**src/rtl/ac_scan_ctrl.sv**
```systemverilog
// AC coefficient scan controller: walks positions k=1..63 across blocks b=0..n-1
// and turns the coefficient stream into (run, level) pairs for the AC VLC stage.
module ac_scan_ctrl #(
  parameter int unsigned MAX_BLOCK_NUM = 8,
  parameter int unsigned COEF_W        = 32,
  parameter int unsigned ADDR_W        = 9,
  parameter int unsigned RUN_W         = 9
) (
  input  logic              clock,
  input  logic              reset_n,
  input  logic              start,
  input  logic [31:0]       block_num,
  output logic              busy,
  output logic              done,
  output logic              rd_en,
  output logic [ADDR_W-1:0] rd_addr,
  input  logic [COEF_W-1:0] rd_data,
  output logic              pair_valid,
  input  logic              pair_ready,
  output logic [RUN_W-1:0]  pair_run,
  output logic [COEF_W-1:0] pair_level
);

  localparam int unsigned BLK_W = (MAX_BLOCK_NUM > 1) ? $clog2(MAX_BLOCK_NUM) : 1;
  localparam int unsigned N_W   = BLK_W + 1;
  localparam int unsigned K_W   = 6;

  typedef enum logic [2:0] {
    S_IDLE,
    S_FETCH,
    S_EVAL,
    S_EMIT,
    S_DONE
  } state_t;

  state_t           state;
  logic [N_W-1:0]   n;
  logic [BLK_W-1:0] b;
  logic [K_W-1:0]   k;
  logic [RUN_W-1:0] run;

  logic [N_W-1:0]   n_clamped;
  logic             last_blk;
  logic             scan_end;
  logic [BLK_W-1:0] b_adv;
  logic [K_W-1:0]   k_adv;
  logic             coef_zero;

  // Next-position arithmetic shared by the zero path in EVAL and the handshake in EMIT
  always_comb begin
    n_clamped = N_W'(block_num);
    if (block_num > 32'(MAX_BLOCK_NUM)) begin
      n_clamped = N_W'(MAX_BLOCK_NUM);
    end
    last_blk  = (N_W'(b) == (n - N_W'(1)));
    scan_end  = last_blk && (k == K_W'(63));
    b_adv     = last_blk ? '0 : (b + BLK_W'(1));
    k_adv     = last_blk ? (k + K_W'(1)) : k;
    coef_zero = (rd_data == '0);
  end

  // Single-process FSM; every output is a register updated on the transition into its state
  always_ff @(posedge clock or negedge reset_n) begin
    if (!reset_n) begin
      state      <= S_IDLE;
      n          <= '0;
      b          <= '0;
      k          <= '0;
      run        <= '0;
      busy       <= 1'b0;
      done       <= 1'b0;
      rd_en      <= 1'b0;
      rd_addr    <= '0;
      pair_valid <= 1'b0;
      pair_run   <= '0;
      pair_level <= '0;
    end else begin
      rd_en <= 1'b0;
      done  <= 1'b0;
      case (state)
        S_IDLE: begin
          if (start) begin
            n    <= n_clamped;
            k    <= K_W'(1);
            b    <= '0;
            run  <= '0;
            busy <= 1'b1;
            if (n_clamped == '0) begin
              state <= S_DONE;
              done  <= 1'b1;
            end else begin
              state   <= S_FETCH;
              rd_en   <= 1'b1;
              rd_addr <= ADDR_W'(1);
            end
          end
        end

        S_FETCH: begin
          state <= S_EVAL;
        end

        S_EVAL: begin
          if (coef_zero) begin
            run <= run + RUN_W'(1);
            if (scan_end) begin
              state <= S_DONE;
              done  <= 1'b1;
            end else begin
              b       <= b_adv;
              k       <= k_adv;
              state   <= S_FETCH;
              rd_en   <= 1'b1;
              rd_addr <= ADDR_W'({b_adv, k_adv});
            end
          end else begin
            pair_run   <= run;
            pair_level <= rd_data;
            pair_valid <= 1'b1;
            state      <= S_EMIT;
          end
        end

        S_EMIT: begin
          if (pair_ready) begin
            pair_valid <= 1'b0;
            run        <= '0;
            if (scan_end) begin
              state <= S_DONE;
              done  <= 1'b1;
            end else begin
              b       <= b_adv;
              k       <= k_adv;
              state   <= S_FETCH;
              rd_en   <= 1'b1;
              rd_addr <= ADDR_W'({b_adv, k_adv});
            end
          end
        end

        S_DONE: begin
          busy  <= 1'b0;
          state <= S_IDLE;
        end

        default: begin
          state <= S_IDLE;
        end
      endcase
    end
  end

endmodule

```
**config.mk**
```make
export PLATFORM = sky130hd
export DESIGN_NAME = ac_scan_ctrl
export DESIGN_NICKNAME = d
export VERILOG_FILES = /design/src/rtl/ac_scan_ctrl.sv
export SDC_FILE = /design/constraint.sdc
export NUM_CORES = 1
export LEC_CHECK = 0
export CAP_MARGIN = 40
export CORE_MARGIN = 2
export CORE_UTILIZATION = 42
export DETAILED_ROUTE_END_ITERATION = 10
export PLACE_DENSITY = 0.83
export SLEW_MARGIN = 5
export SYNTH_ARGS = -nofsm -noshare
export SYNTH_HDL_FRONTEND = slang
export SYNTH_SLANG_ARGS = --single-unit
```
**constraint.sdc**
```tcl
create_clock -name clock -period 2 [get_ports clock]
set_input_delay 0.3 -clock clock [delete_from_list [all_inputs] [get_ports clock]]
set_output_delay 0.3 -clock clock [all_outputs]
set_load 0.01 [all_outputs]
```
==> impl_metrics.csv <==
group,metric,value,unit
yosys,ys_types,57,
yosys,netlist_instances,394,
place,portBuffers,121,
floorplan,initial_core_util,43.05,%
final_layout,drive_gt1_share,18.17,%
grt,grt_pass1_wl,17510,um
floorplan,die_h,98.08,um
final_layout,fin_util,67.27,%
sta,clock_skew,0.01450,ns
place,dp_cells,651,
power,clockPowerShare,16.0,%
final_layout,n_antenna_cell,0,
setup_path,startpoint_type,"flop",
route,post_drt_wl_per_cell,15.27,um
yosys,yosys_warnings,0,
route,drc_errors,0,
place,place_congestion,0.8352,
power,p_total,6.819,mW
yosys,ys_seq_area_share,53.18,%
status,outcome,"finished, violations left",
power,leakagePower,2.717,nW
final_layout,area.growth.synth_to_final,56.28,%
place,dpl.hpwl,7596,um
sta,fmax,0.4880,GHz
yosys,synthArstFlopShare,100.0,%
route,firstDrtPassIters,4,
power,power.switching,2.615,mW
final_layout,layout_commonest_cell,"nand2_1",
grt,antenna_found_initial,0,
sta,timing_worst_slew_pin_value,0.3778,ns
yosys,synth_edf_count,0,
power,p_comb_share,49.6,%
power,p_seq_share,34.4,%
yosys,ys_top_cells_by_area,"dfrtp_1 53%, nand2_1 14%, nor4_1 2.5%",
power,irDropWorstVdd,0.8268,mV
yosys,syn_avg_cell_area,9.435,um^2
worst_hold_path,min_path_type,"input pin to flop",
route,drtIter0Drc,189,
setup_path,worstSetupPathType,"flop to flop",
clock_tree,cts_tree,"yes",
sta,hold_violations,0,
grt,grt_max_degree,49,
floorplan,dieArea,9620,um^2
route,totalWireLength,10310,um
final_layout,multi_input_area,1823,um^2
final_layout,nNetsFinal,634,
power,power.internal,4.204,mW
yosys,yosys.area.top_type,"dfrtp_1",
sta,relSlewSlack,74.58,%
power,power_density,1174,nW/um^2
grt,gr-total-overflow,0,
sta,finalCritPeriodShare,102.5,%
floorplan,core_area,8636,um^2
final_layout,seqCellArea,1977,um^2
route,vias,3577,
job,cap_violations,0,
final_layout,final_cell_mix,"138 x nand2_1, 97 x clkdlybuf4s50_1, 79 x dfrtp_1",
clock_tree,h-tree-depth,3,
final_layout,fill_cells,671,
yosys,synthFlopType,"dfrtp_1",
clock_tree,cts_sinks,79,
sta,final.min_clock_period,2.049,ns
sta,setup_viol,14,
route,ant_nets,0,
sta,rsz0062_at_grt,"true",
place,dp_worst_setup_slack,-0.6275,ns
floorplan,row_count,34,
yosys,synth-seq-cells,79,
yosys,synth_top_area_share,53.18,%
setup_path,crit_required,2.27,ns
clock_tree,path_clk_slew,0.09,ns
final_layout,finalNonFillerCells,675,
grt,grt_pass1_vias,3677,
clock_tree,clk_latency,0.36,ns
grt,grtUsageTotal,22.31,%
sta,finalSetupTns,-0.2640,ns
yosys,syn-cell-area,3717,um^2
setup_path,end_kind,"flop",
clock_tree,clockBufferDepth,2,
sta,worst_slack,-0.04906,ns
power,switching_share,38.35,%
route,viasPerCell,5.299,
status,violations,"negative setup slack",
yosys,synth_fp_nets,466,
setup_path,arrival,2.32,ns
setup_path,path_max_fanout,6,
clock_tree,cts_made_buffers,9,
sta,maxSlewViolCount,0,
floorplan,ios,122,
floorplan,die_x,98.08,um
clock_tree,cts-root-buf,"clkbuf_8",
## flip-flops by register name, summed over array words and instances, names as in the netlist
| name | flops |
|---|---|
| state | 3 |
| k | 6 |
| done | 1 |
| busy | 1 |
| b | 3 |
| pair_valid | 1 |
| rd_addr | 9 |
| rd_en | 1 |
| run | 9 |
| n | 4 |
| pair_level | 32 |
| pair_run | 9 |
## power groups by stage
| stage | sequential, mW | clock, mW | combinational [mW] |
|---|---|---|---|
| after floorplan | 2.51 | 0 | 1.34 |
| after global placement | 2.33 | 0 | 3.06 |
| after detailed placement | 2.36 | 0 | 3.14 |
| after CTS | 2.34 | 1.11 | 3.30 |
| after global routing | 2.41 | 1.18 | 3.69 |
| final | 2.35 | 1.09 | 3.38 |
## per-stage QoR
step | cell area (um^2) | hold slack [ns]
after floorplan | 3734 | 0.004409
after global placement | 5364 | 0.2226
after detailed placement | 5364 | 0.2230
after CTS | 5698 | 0.2801
after global routing | 5809 | 0.2159
final | 5809 | 0.2075
## layer usage
metal / wire [um] / part of all wire (%) / up-vias / global-route usage (%)
li1: - / - / 1719 / -
met1: 4199 / 41 / 1732 / 27.82
met2: 5389 / 52 / 100 / 38.72
met3: 475 / 4.6 / 26 / 4.724
met4: 243 / 2.4 / 0 / 7.372
met5: 0 / 0 / - / 0
## worst max-delay path, stage by stage (launching register included)
cell       delay (ns)
dfrtp_1          0.38
inv_2            0.06
ha_4             0.16
xor2_2           0.14
or4b_4           0.53
a211oi_2         0.33
or3_4            0.23
o2bb2ai_1        0.14
## final timing paths
check	start	end	cells after the start	slack, ns
min in group asynchronous	reset_n	k[0]	2	0.37
hold reg to reg	pair_run[4]	pair_run[4]	2	0.48
max in group asynchronous	reset_n	busy	3	1.06
hold / removal	rd_data[27]	pair_level[27]	3	0.21
setup / recovery	n[1]	b[1]	7	-0.05
setup reg to reg	n[1]	b[1]	7	-0.05
## cell type report
| type | instances | share of cell area (%) |
|---|---|---|
| Sequential cell | 79 | 34.03 |
| Multi-Input combinational cell | 292 | 31.38 |
| Timing Repair Buffer | 173 | 28.67 |
| Tap cell | 108 | 2.326 |
| Clock buffer | 9 | 2.132 |
| Clock inverter | 7 | 0.9261 |
| Inverter | 7 | 0.5384 |
## Yosys cell counts, types with 2 or more instances
cell type	instances
a21o_1	3
a21oi_1	6
a22o_1	3
a31oi_1	4
a32o_1	2
and2_1	2
and3_1	4
and4_1	3
buf_1	2
buf_2	4
clkbuf_1	8
clkbuf_2	2
dfrtp_1	79
ha_1	4
inv_1	6
mux2i_1	5
nand2_1	138
nand2b_1	3
nand3_1	6
nand3b_1	2
nand4_1	7
nor2_1	11
nor2b_1	3
nor3_1	4
nor4_1	15
o2111ai_1	2
o211ai_1	2
o21ai_0	11
o2bb2ai_1	8
o31ai_1	10
o32ai_1	2
xnor2_1	5
xor2_1	4
## logic make-up after synthesis
group                    share of synthesized area, %
AND/OR/NAND/NOR                                 25.51
flip-flops                                      53.18
AO/OA/AOI/OAI                                   13.53
buffers and inverters                           2.659
XOR/XNOR                                        2.120
multiplexers                                    1.649
adder cells (fa/ha/maj)                         1.346
## timing repair
| item | in CTS | in global routing |
|---|---|---|
| hold buffers | 1 | 0 |
| pin swaps | 14 | 9 |
| setup buffers | 6 | 2 |
| gates resized for setup | 33 | 25 |
| endpoints found under the hold margin | 23 | 0 |
| endpoints found under the setup margin | 29 | 28 |
No activity file was read; power rests on OpenSTA's default activity.
